File: src/rtl/key_event_scheduler_if.sv
// Key event output port: registered valid/ready handshake carrying channel index and event code.
interface key_event_scheduler_if #(
  parameter int N_CH = 4
);
  localparam int CH_W = (N_CH > 1) ? $clog2(N_CH) : 1;

  logic            evt_valid;
  logic            evt_ready;
  logic [CH_W-1:0] evt_ch;
  logic [1:0]      evt_type;

  modport master (output evt_valid, evt_ch, evt_type, input evt_ready);
  modport slave  (input evt_valid, evt_ch, evt_type, output evt_ready);
endinterface

File: src/rtl/key_event_scheduler.sv
// Shared-tick debounce plus press/hold/repeat FSM per switch, round-robin onto one event port.
// Macro KEY_EVT_REPEAT_EN enables periodic REPEAT events after HOLD.
module key_event_scheduler #(
  parameter int N_CH           = 4,
  parameter int TICK_DIV       = 3_333_333,
  parameter int STABLE_SAMPLES = 3,
  parameter int HOLD_TICKS     = 30,
  parameter int REPEAT_TICKS   = 10
) (
  input  logic                  clk,
  input  logic                  reset,
  input  logic [N_CH-1:0]       sw_in,
  output logic [N_CH-1:0]       level,
  output logic [N_CH-1:0]       overflow,
  key_event_scheduler_if.master evt
);
  localparam int CH_W = (N_CH > 1) ? $clog2(N_CH) : 1;
  localparam int TCW  = (TICK_DIV > 1) ? $clog2(TICK_DIV) : 1;

  typedef enum logic [1:0] {ST_RELEASED, ST_PRESSED, ST_REPEAT} state_e;
  typedef enum logic [1:0] {EVT_PRESS, EVT_RELEASE, EVT_HOLD, EVT_REPEAT} evt_e;

  if (N_CH < 2 || N_CH > 8 || STABLE_SAMPLES < 2 || STABLE_SAMPLES > 8 || TICK_DIV < 1 ||
      HOLD_TICKS < 1 || HOLD_TICKS > 255 || REPEAT_TICKS < 1 || REPEAT_TICKS > 255) begin : g_param_check
    $error("key_event_scheduler: parameter out of range");
  end

  logic [TCW-1:0]            r_tick_cnt;
  logic [N_CH-1:0]           r_sync1, r_sync2, r_level, r_pend_v, r_overflow;
  logic [STABLE_SAMPLES-1:0] r_shift [N_CH];
  state_e                    r_state [N_CH];
  logic [7:0]                r_cnt   [N_CH];
  logic [1:0]                r_pend_t [N_CH];
  logic                      r_evt_valid;
  logic [CH_W-1:0]           r_evt_ch, r_last_grant;
  logic [1:0]                r_evt_type;

  logic                      w_tick, w_out_free, w_grant;
  logic [N_CH-1:0]           w_level_nxt, w_emit;
  logic [STABLE_SAMPLES-1:0] w_shift_nxt [N_CH];
  state_e                    w_state_nxt [N_CH];
  logic [7:0]                w_cnt_nxt   [N_CH];
  logic [7:0]                w_cnt_inc   [N_CH];
  evt_e                      w_emit_type [N_CH];
  logic [CH_W-1:0]           w_grant_ch, w_idx;

  assign w_tick = (r_tick_cnt == TCW'(TICK_DIV - 1));

  always_comb begin
    for (int c = 0; c < N_CH; c++) begin
      // NOTE: every combinational output gets a default first, so no path leaves it unassigned and no latch is inferred.
      w_shift_nxt[c] = r_shift[c];
      w_level_nxt[c] = r_level[c];
      w_state_nxt[c] = r_state[c];
      w_cnt_nxt[c]   = r_cnt[c];
      w_cnt_inc[c]   = (r_cnt[c] == 8'hFF) ? r_cnt[c] : r_cnt[c] + 8'd1;
      w_emit[c]      = 1'b0;
      w_emit_type[c] = EVT_PRESS;
      if (w_tick) begin
        w_shift_nxt[c] = {r_shift[c][STABLE_SAMPLES-2:0], r_sync2[c]};
        if (&w_shift_nxt[c])       w_level_nxt[c] = 1'b1;
        else if (~|w_shift_nxt[c]) w_level_nxt[c] = 1'b0;
        // The FSM reacts to the level computed at this same tick edge.
        case (r_state[c])
          ST_RELEASED: if (w_level_nxt[c]) begin
            w_state_nxt[c] = ST_PRESSED;
            w_cnt_nxt[c]   = 8'd0;
            w_emit[c]      = 1'b1;
            w_emit_type[c] = EVT_PRESS;
          end
          ST_PRESSED: begin
            if (!w_level_nxt[c]) begin
              w_state_nxt[c] = ST_RELEASED;
              w_emit[c]      = 1'b1;
              w_emit_type[c] = EVT_RELEASE;
            end else if (w_cnt_inc[c] == 8'(HOLD_TICKS)) begin
              w_state_nxt[c] = ST_REPEAT;
              w_cnt_nxt[c]   = 8'd0;
              w_emit[c]      = 1'b1;
              w_emit_type[c] = EVT_HOLD;
            end else begin
              w_cnt_nxt[c]   = w_cnt_inc[c];
            end
          end
          ST_REPEAT: begin
            if (!w_level_nxt[c]) begin
              w_state_nxt[c] = ST_RELEASED;
              w_emit[c]      = 1'b1;
              w_emit_type[c] = EVT_RELEASE;
            end
`ifdef KEY_EVT_REPEAT_EN
            else if (w_cnt_inc[c] == 8'(REPEAT_TICKS)) begin
              w_cnt_nxt[c]   = 8'd0;
              w_emit[c]      = 1'b1;
              w_emit_type[c] = EVT_REPEAT;
            end else begin
              w_cnt_nxt[c]   = w_cnt_inc[c];
            end
`else
            else begin
              w_cnt_nxt[c]   = r_cnt[c];
            end
`endif
          end
          default: w_state_nxt[c] = ST_RELEASED;
        endcase
      end
    end
  end

  // Round-robin scan begins one past the last granted channel.
  always_comb begin
    w_out_free = !r_evt_valid || evt.evt_ready;
    w_grant    = 1'b0;
    w_grant_ch = '0;
    w_idx      = '0;
    for (int k = 1; k <= N_CH; k++) begin
      w_idx = CH_W'((int'(r_last_grant) + k) % N_CH);
      if (!w_grant && r_pend_v[w_idx]) begin
        w_grant    = 1'b1;
        w_grant_ch = w_idx;
      end
    end
    w_grant = w_grant && w_out_free;
  end

  always_ff @(posedge clk or negedge reset) begin
    if (!reset) begin
      r_tick_cnt   <= '0;
      r_sync1      <= '0;
      r_sync2      <= '0;
      r_level      <= '0;
      r_pend_v     <= '0;
      r_overflow   <= '0;
      r_evt_valid  <= 1'b0;
      r_evt_ch     <= '0;
      r_evt_type   <= '0;
      r_last_grant <= CH_W'(N_CH - 1);
      // NOTE: the per-channel arrays are small flop banks, not RAM, so they are cleared by reset like any other register.
      for (int c = 0; c < N_CH; c++) begin
        r_shift[c]  <= '0;
        r_state[c]  <= ST_RELEASED;
        r_cnt[c]    <= '0;
        r_pend_t[c] <= '0;
      end
    end else begin
      // NOTE: non-blocking assignments so every flop samples pre-edge values regardless of statement order.
      r_tick_cnt <= w_tick ? '0 : r_tick_cnt + 1'b1;
      r_sync1    <= sw_in;
      r_sync2    <= r_sync1;
      r_level    <= w_level_nxt;
      for (int c = 0; c < N_CH; c++) begin
        r_shift[c] <= w_shift_nxt[c];
        r_state[c] <= w_state_nxt[c];
        r_cnt[c]   <= w_cnt_nxt[c];
        if (w_emit[c]) begin
          r_pend_v[c] <= 1'b1;
          r_pend_t[c] <= w_emit_type[c];
          if (r_pend_v[c] && !(w_grant && w_grant_ch == CH_W'(c))) r_overflow[c] <= 1'b1;
        end else if (w_grant && w_grant_ch == CH_W'(c)) begin
          r_pend_v[c] <= 1'b0;
        end
      end
      if (w_out_free) begin
        r_evt_valid <= w_grant;
        if (w_grant) begin
          r_evt_ch     <= w_grant_ch;
          r_evt_type   <= r_pend_t[w_grant_ch];
          r_last_grant <= w_grant_ch;
        end
      end
    end
  end

  assign level         = r_level;
  assign overflow      = r_overflow;
  assign evt.evt_valid = r_evt_valid;
  assign evt.evt_ch    = r_evt_ch;
  assign evt.evt_type  = r_evt_type;
endmodule

File: src/flat_wrapper.sv
// flat-port wrapper written by rule: the top's interface ports become plain ports
module key_event_scheduler_flat 
#(
  parameter int N_CH           = 4,
  parameter int TICK_DIV       = 3_333_333,
  parameter int STABLE_SAMPLES = 3,
  parameter int HOLD_TICKS     = 30,
  parameter int REPEAT_TICKS   = 10
)
  (clk, reset, sw_in, level, overflow, evt_evt_valid, evt_evt_ch, evt_evt_type, evt_evt_ready);
  key_event_scheduler_if #(.N_CH(N_CH)) evt_i ();
  input  logic clk;
  input  logic reset;
  input  logic [N_CH-1:0] sw_in;
  output logic [N_CH-1:0] level;
  output logic [N_CH-1:0] overflow;
  output wire logic [$bits(evt_i.evt_valid)-1:0] evt_evt_valid;
  output wire logic [$bits(evt_i.evt_ch)-1:0] evt_evt_ch;
  output wire logic [$bits(evt_i.evt_type)-1:0] evt_evt_type;
  input wire logic [$bits(evt_i.evt_ready)-1:0] evt_evt_ready;
  assign evt_evt_valid = evt_i.evt_valid;
  assign evt_evt_ch = evt_i.evt_ch;
  assign evt_evt_type = evt_i.evt_type;
  assign evt_i.evt_ready = evt_evt_ready;
  key_event_scheduler #(.N_CH(N_CH), .TICK_DIV(TICK_DIV), .STABLE_SAMPLES(STABLE_SAMPLES), .HOLD_TICKS(HOLD_TICKS), .REPEAT_TICKS(REPEAT_TICKS)) u_core (.clk(clk), .reset(reset), .sw_in(sw_in), .level(level), .overflow(overflow), .evt(evt_i));
endmodule
File: config.mk
export PLATFORM = sky130hd
export DESIGN_NAME = key_event_scheduler_flat
export DESIGN_NICKNAME = d
export VERILOG_FILES = /design/src/rtl/key_event_scheduler_if.sv /design/src/rtl/key_event_scheduler.sv /design/src/flat_wrapper.sv
export SDC_FILE = /design/constraint.sdc
export NUM_CORES = 1
export LEC_CHECK = 0
export CORE_AREA = 3 3 108 110
export CTS_BUF_LIST = sky130_fd_sc_hd__clkbuf_16
export CTS_CLUSTER_DIAMETER = 80
export DETAILED_ROUTE_END_ITERATION = 6
export DIE_AREA = 0 0 111 113
export PLACE_DENSITY = 0.7
export SYNTH_ARGS = -nofsm -noshare
export SYNTH_HDL_FRONTEND = slang
export SYNTH_SLANG_ARGS = --single-unit
File: constraint.sdc
create_clock -name clk -period 5.1 [get_ports clk]
set_input_delay 0.51 -clock clk [delete_from_list [all_inputs] [get_ports clk]]
set_output_delay 0.51 -clock clk [all_outputs]
set_load 0.05 [all_outputs]
==> parameters.txt <==
Parameter                              Value

Outcome
  Outcome    completed

Critical path
  Crit path required time    5.34 ns
  Worst path arrival time    approximately 3.0 ns
  Cell with the biggest individual delay on the critical path    sky130_fd_sc_hd__nor2_2
  Path type of the worst setup path    reg2reg
  CP peak stage delay    0.79 ns
  Critical Path Source Type    flop
  Worst-case register-to-register setup slack    around 2.3 ns
  Crit path max-delay family    simple AND/OR/NAND/NOR gates
  Critical path peak fanout    21
  Nature of the critical path endpoint    flop
  Worst path buffer plus inverter count    2
  Critical path, cell by cell    inv_1 > ha_1 > and4bb_2 > nand4b_2 > nor2_2 > buf_4 > o211ai_1 > mux2_2

GRT
  Number of global-route vias before repair    4429
  First-pass GRT wire length    20480 um
  Overall track demand over capacity in global routing    19.71%
  Initial antenna violation count    0
  Largest net degree at the start of global routing    72
  Overflow left after global routing    0

Logic synthesis
  Yosys Warn Count    0
  Syn Std Cell Area    5841 um2
  Nets in the synthesized netlist    654
  Avg Inst Size Synth    around 9.4 um2
  FF+latch count, synth    ~110
  Top cells by area in the synthesized netlist    sky130_fd_sc_hd__dfrtp_1 44%, sky130_fd_sc_hd__ha_1 5.6%, sky130_fd_sc_hd__nand2_1 5.5%
  Most used standard cells in the synthesized netlist    103 x sky130_fd_sc_hd__dfrtp_1, 85 x sky130_fd_sc_hd__nand2_1, 44 x sky130_fd_sc_hd__nor2_1, 43 x sky130_fd_sc_hd__a21oi_1, 36 x sky130_fd_sc_hd__o21ai_0
  Most area-hungry cell type in the Yosys netlist    sky130_fd_sc_hd__dfrtp_1
  Count of distinct cell types in the synthesized netlist    65
  Post-synthesis instance total    621
  Area share of the leading cell type in the synthesized netlist    44.13%
  Share of synthesized flip-flops with an asynchronous set or reset    100.0%
  Number of synthesized flops with an enable pin    0
  Dominant synthesized flop cell    sky130_fd_sc_hd__dfrtp_1
  Most instantiated library cell after synthesis    sky130_fd_sc_hd__dfrtp_1
  Sequential share of the synthesized area    ~45%

Timing
  Worst Tran Pin Value    0.9610 ns
  Endpoints failing setup    0
  Post-Route Setup TNS    0 ns
  Number of max-slew violations in the final report    0
  Share of the clock period used by the worst path    54.05%
  Final Hold Violating Endpoints    0
  Max-slew headroom    between 30% and 40%
  Fin crit period    2.757 ns
  Largest clock skew in the final design    between 0.006 and 0.007 ns
  Unrepaired setup endpoints after global routing    false
  Peak Freq    0.3628 GHz

Route
  Final antenna-violating net count    0
  Vias after detailed routing    between 4000 and 5000
  Routed len/inst    15.34 um
  Violation count after the first detailed-route iteration    253
  Vias per Instance    5.933
  WL final    around 12000 um
  DRC viols    0
  Detailed Routing Iterations Pass 1    5

Final layout
  Final layout net count    668
  Final standard cell area without fillers    6456 um2
  Ant diodes    0
  Total area of multi-input combinational cells    between 3000 and 4000 um2
  Layout overhead on the synthesized area    10.54%
  Ratio of cells with drive above 1 in the final layout    between 6 and 7%
  Storage cell area    2630 um2
  Core Util, Final    59.82%
  Total of fill cells in the finished design    between 900 and 1000

Floorplanning
  Core region area    10790 um2
  Initial Utilization    54.12%
  DIE HEIGHT    113 um
  I/O Pins    20
  Die Span X    between 100 and 150 um
  Area enclosed by the die boundary    ~13000 um2
  Num rows    38

Run
  Number of maximum-capacitance constraint violations    0

Placement
  Placer congestion estimate    between 0.8 and 0.9
  Buffers on Ports    19
  Total cell area at the placement stage    6143 um2
  Estimated wirelength of the detail-placed design    slightly above 8000 um

CTS
  Number of resized instances in the post-cts repair step    0
  Number of buffers created by CTS    9
  TritonCTS clock tree    done
  Max Root-Sink Buffers    2
  Clock root buffer master    sky130_fd_sc_hd__clkbuf_16
  Total setup buffers inserted after CTS    0
  Cts hold-fix bufs    0
  Max H-tree Level    3
  Clock latency on the worst-skew pair    approximately 0.35 ns
  Clk sinks    between 100 and 150
  Clock slew seen by the registers of the worst setup and hold paths    0.07 ns

Hold path
  Min-Delay Path Class    in2async

Power and ir drop
  Maximum resistive drop on vdd    0.0003423 V
  Total power per unit cell area    about 290 nW/um2
  Cell leakage power    2.810 nW
## logic make-up after synthesis
logic type,share of synthesized area (%)
flops,45.03
simple gates,21.44
fa+ha+maj,5.570
compound gates,17.89
xor+xnor,3.299
buf+inv,3.128
mux,3.642
## through the flow
step	instances	setup WS [ns]	total power, mW	hold WS (ns)
after floorplan	621	2.798	1.055	0.2144
after global placement	764	2.454	1.122	0.3332
after detailed placement	764	2.373	1.127	0.3347
after CTS	780	2.350	1.859	0.3226
after global routing	780	2.238	1.922	0.3606
final	780	2.343	1.841	0.2743
## state kept, by name, summed over array words and instances, names as in the netlist
name / cells
u_core.evt.evt_type: 2
u_core.level: 4
u_core.evt.evt_valid: 1
u_core.r_last_grant: 2
u_core.r_sync2: 4
u_core.r_tick_cnt: 22
u_core.r_state: 8
u_core.r_pend_t: 8
u_core.r_pend_v: 4
u_core.r_sync1: 4
u_core.r_cnt: 32
u_core.overflow: 4
u_core.evt.evt_ch: 2
u_core.r_shift: 8
## power breakdown
part | internal [mW] | switching, mW | total, mW
Sequential | 0.864 | 0.0289 | 0.893
Clock | 0.426 | 0.304 | 0.730
Combinational | 0.0762 | 0.142 | 0.218
## layout by cell type, fill, tap and decap left out, drive strengths merged, types with 9 or more instances in the layout
| cell | synthesis | final |
|---|---|---|
| and3 | 12 | 12 |
| clkbuf | 15 | 9 |
| nor2 | 44 | 44 |
| o21ai | 38 | 38 |
| xnor2 | 12 | 12 |
| a21oi | 44 | 44 |
| a21o | 13 | 13 |
| mux2i | 13 | 13 |
| clkdlybuf4s50 | 0 | 18 |
| ha | 26 | 26 |
| inv | 28 | 30 |
| xor2 | 10 | 10 |
| a31oi | 12 | 12 |
| nor3 | 14 | 14 |
| nand2 | 85 | 85 |
| dfrtp | 103 | 103 |
| nand3 | 24 | 24 |
| nand4 | 16 | 16 |
## worst reg2reg max path: cells and delay by family, from the launching register on
| family | cells | cell delay, ns |
|---|---|---|
| AOI/OAI and AO/OA | 1 | 0.13 |
| adders and majority gates | 1 | 0.13 |
| buffers and inverters | 2 | 0.41 |
| DFF | 1 | 0.42 |
| muxes | 1 | 0.29 |
| and+or+nand+nor | 3 | 1.27 |
## area by class of cell
type	count	share of cell area, %
Timing Repair Buffer	21	3.140
Multi-Input combinational cell	470	46.94
Tap cell	140	2.713
Clock buffer	9	3.488
Sequential cell	105	40.74
Inverter	28	1.628
Clock inverter	7	1.357
## per-layer routing
layer  track usage (%)  share of wire (%)  vias up  routed length [um]
met5                 0                  0        -                   0
met3             5.241                4.3       12                 510
met4             4.351                1.0        0                 122
li1                  -                  -     2276                   -
met1             26.40                 48     2254                5759
met2             32.52                 47       86                5570
## worst paths after layout
check | from | endpoint | cells past startpoint
worst max-delay path | u_core.r_tick_cnt[0] | u_core.r_state[4] | 8
worst min-delay path | reset | u_core.r_cnt[11] | 1
worst max register to register | u_core.r_tick_cnt[0] | u_core.r_state[4] | 8
worst min register to register | u_core.r_sync1[0] | u_core.r_sync2[0] | 0
max in group asynchronous | reset | u_core.evt.evt_type[1] | 2
min in group clk | u_core.r_sync1[0] | u_core.r_sync2[0] | 0
Note: power is estimated with default switching activity, not from simulation.
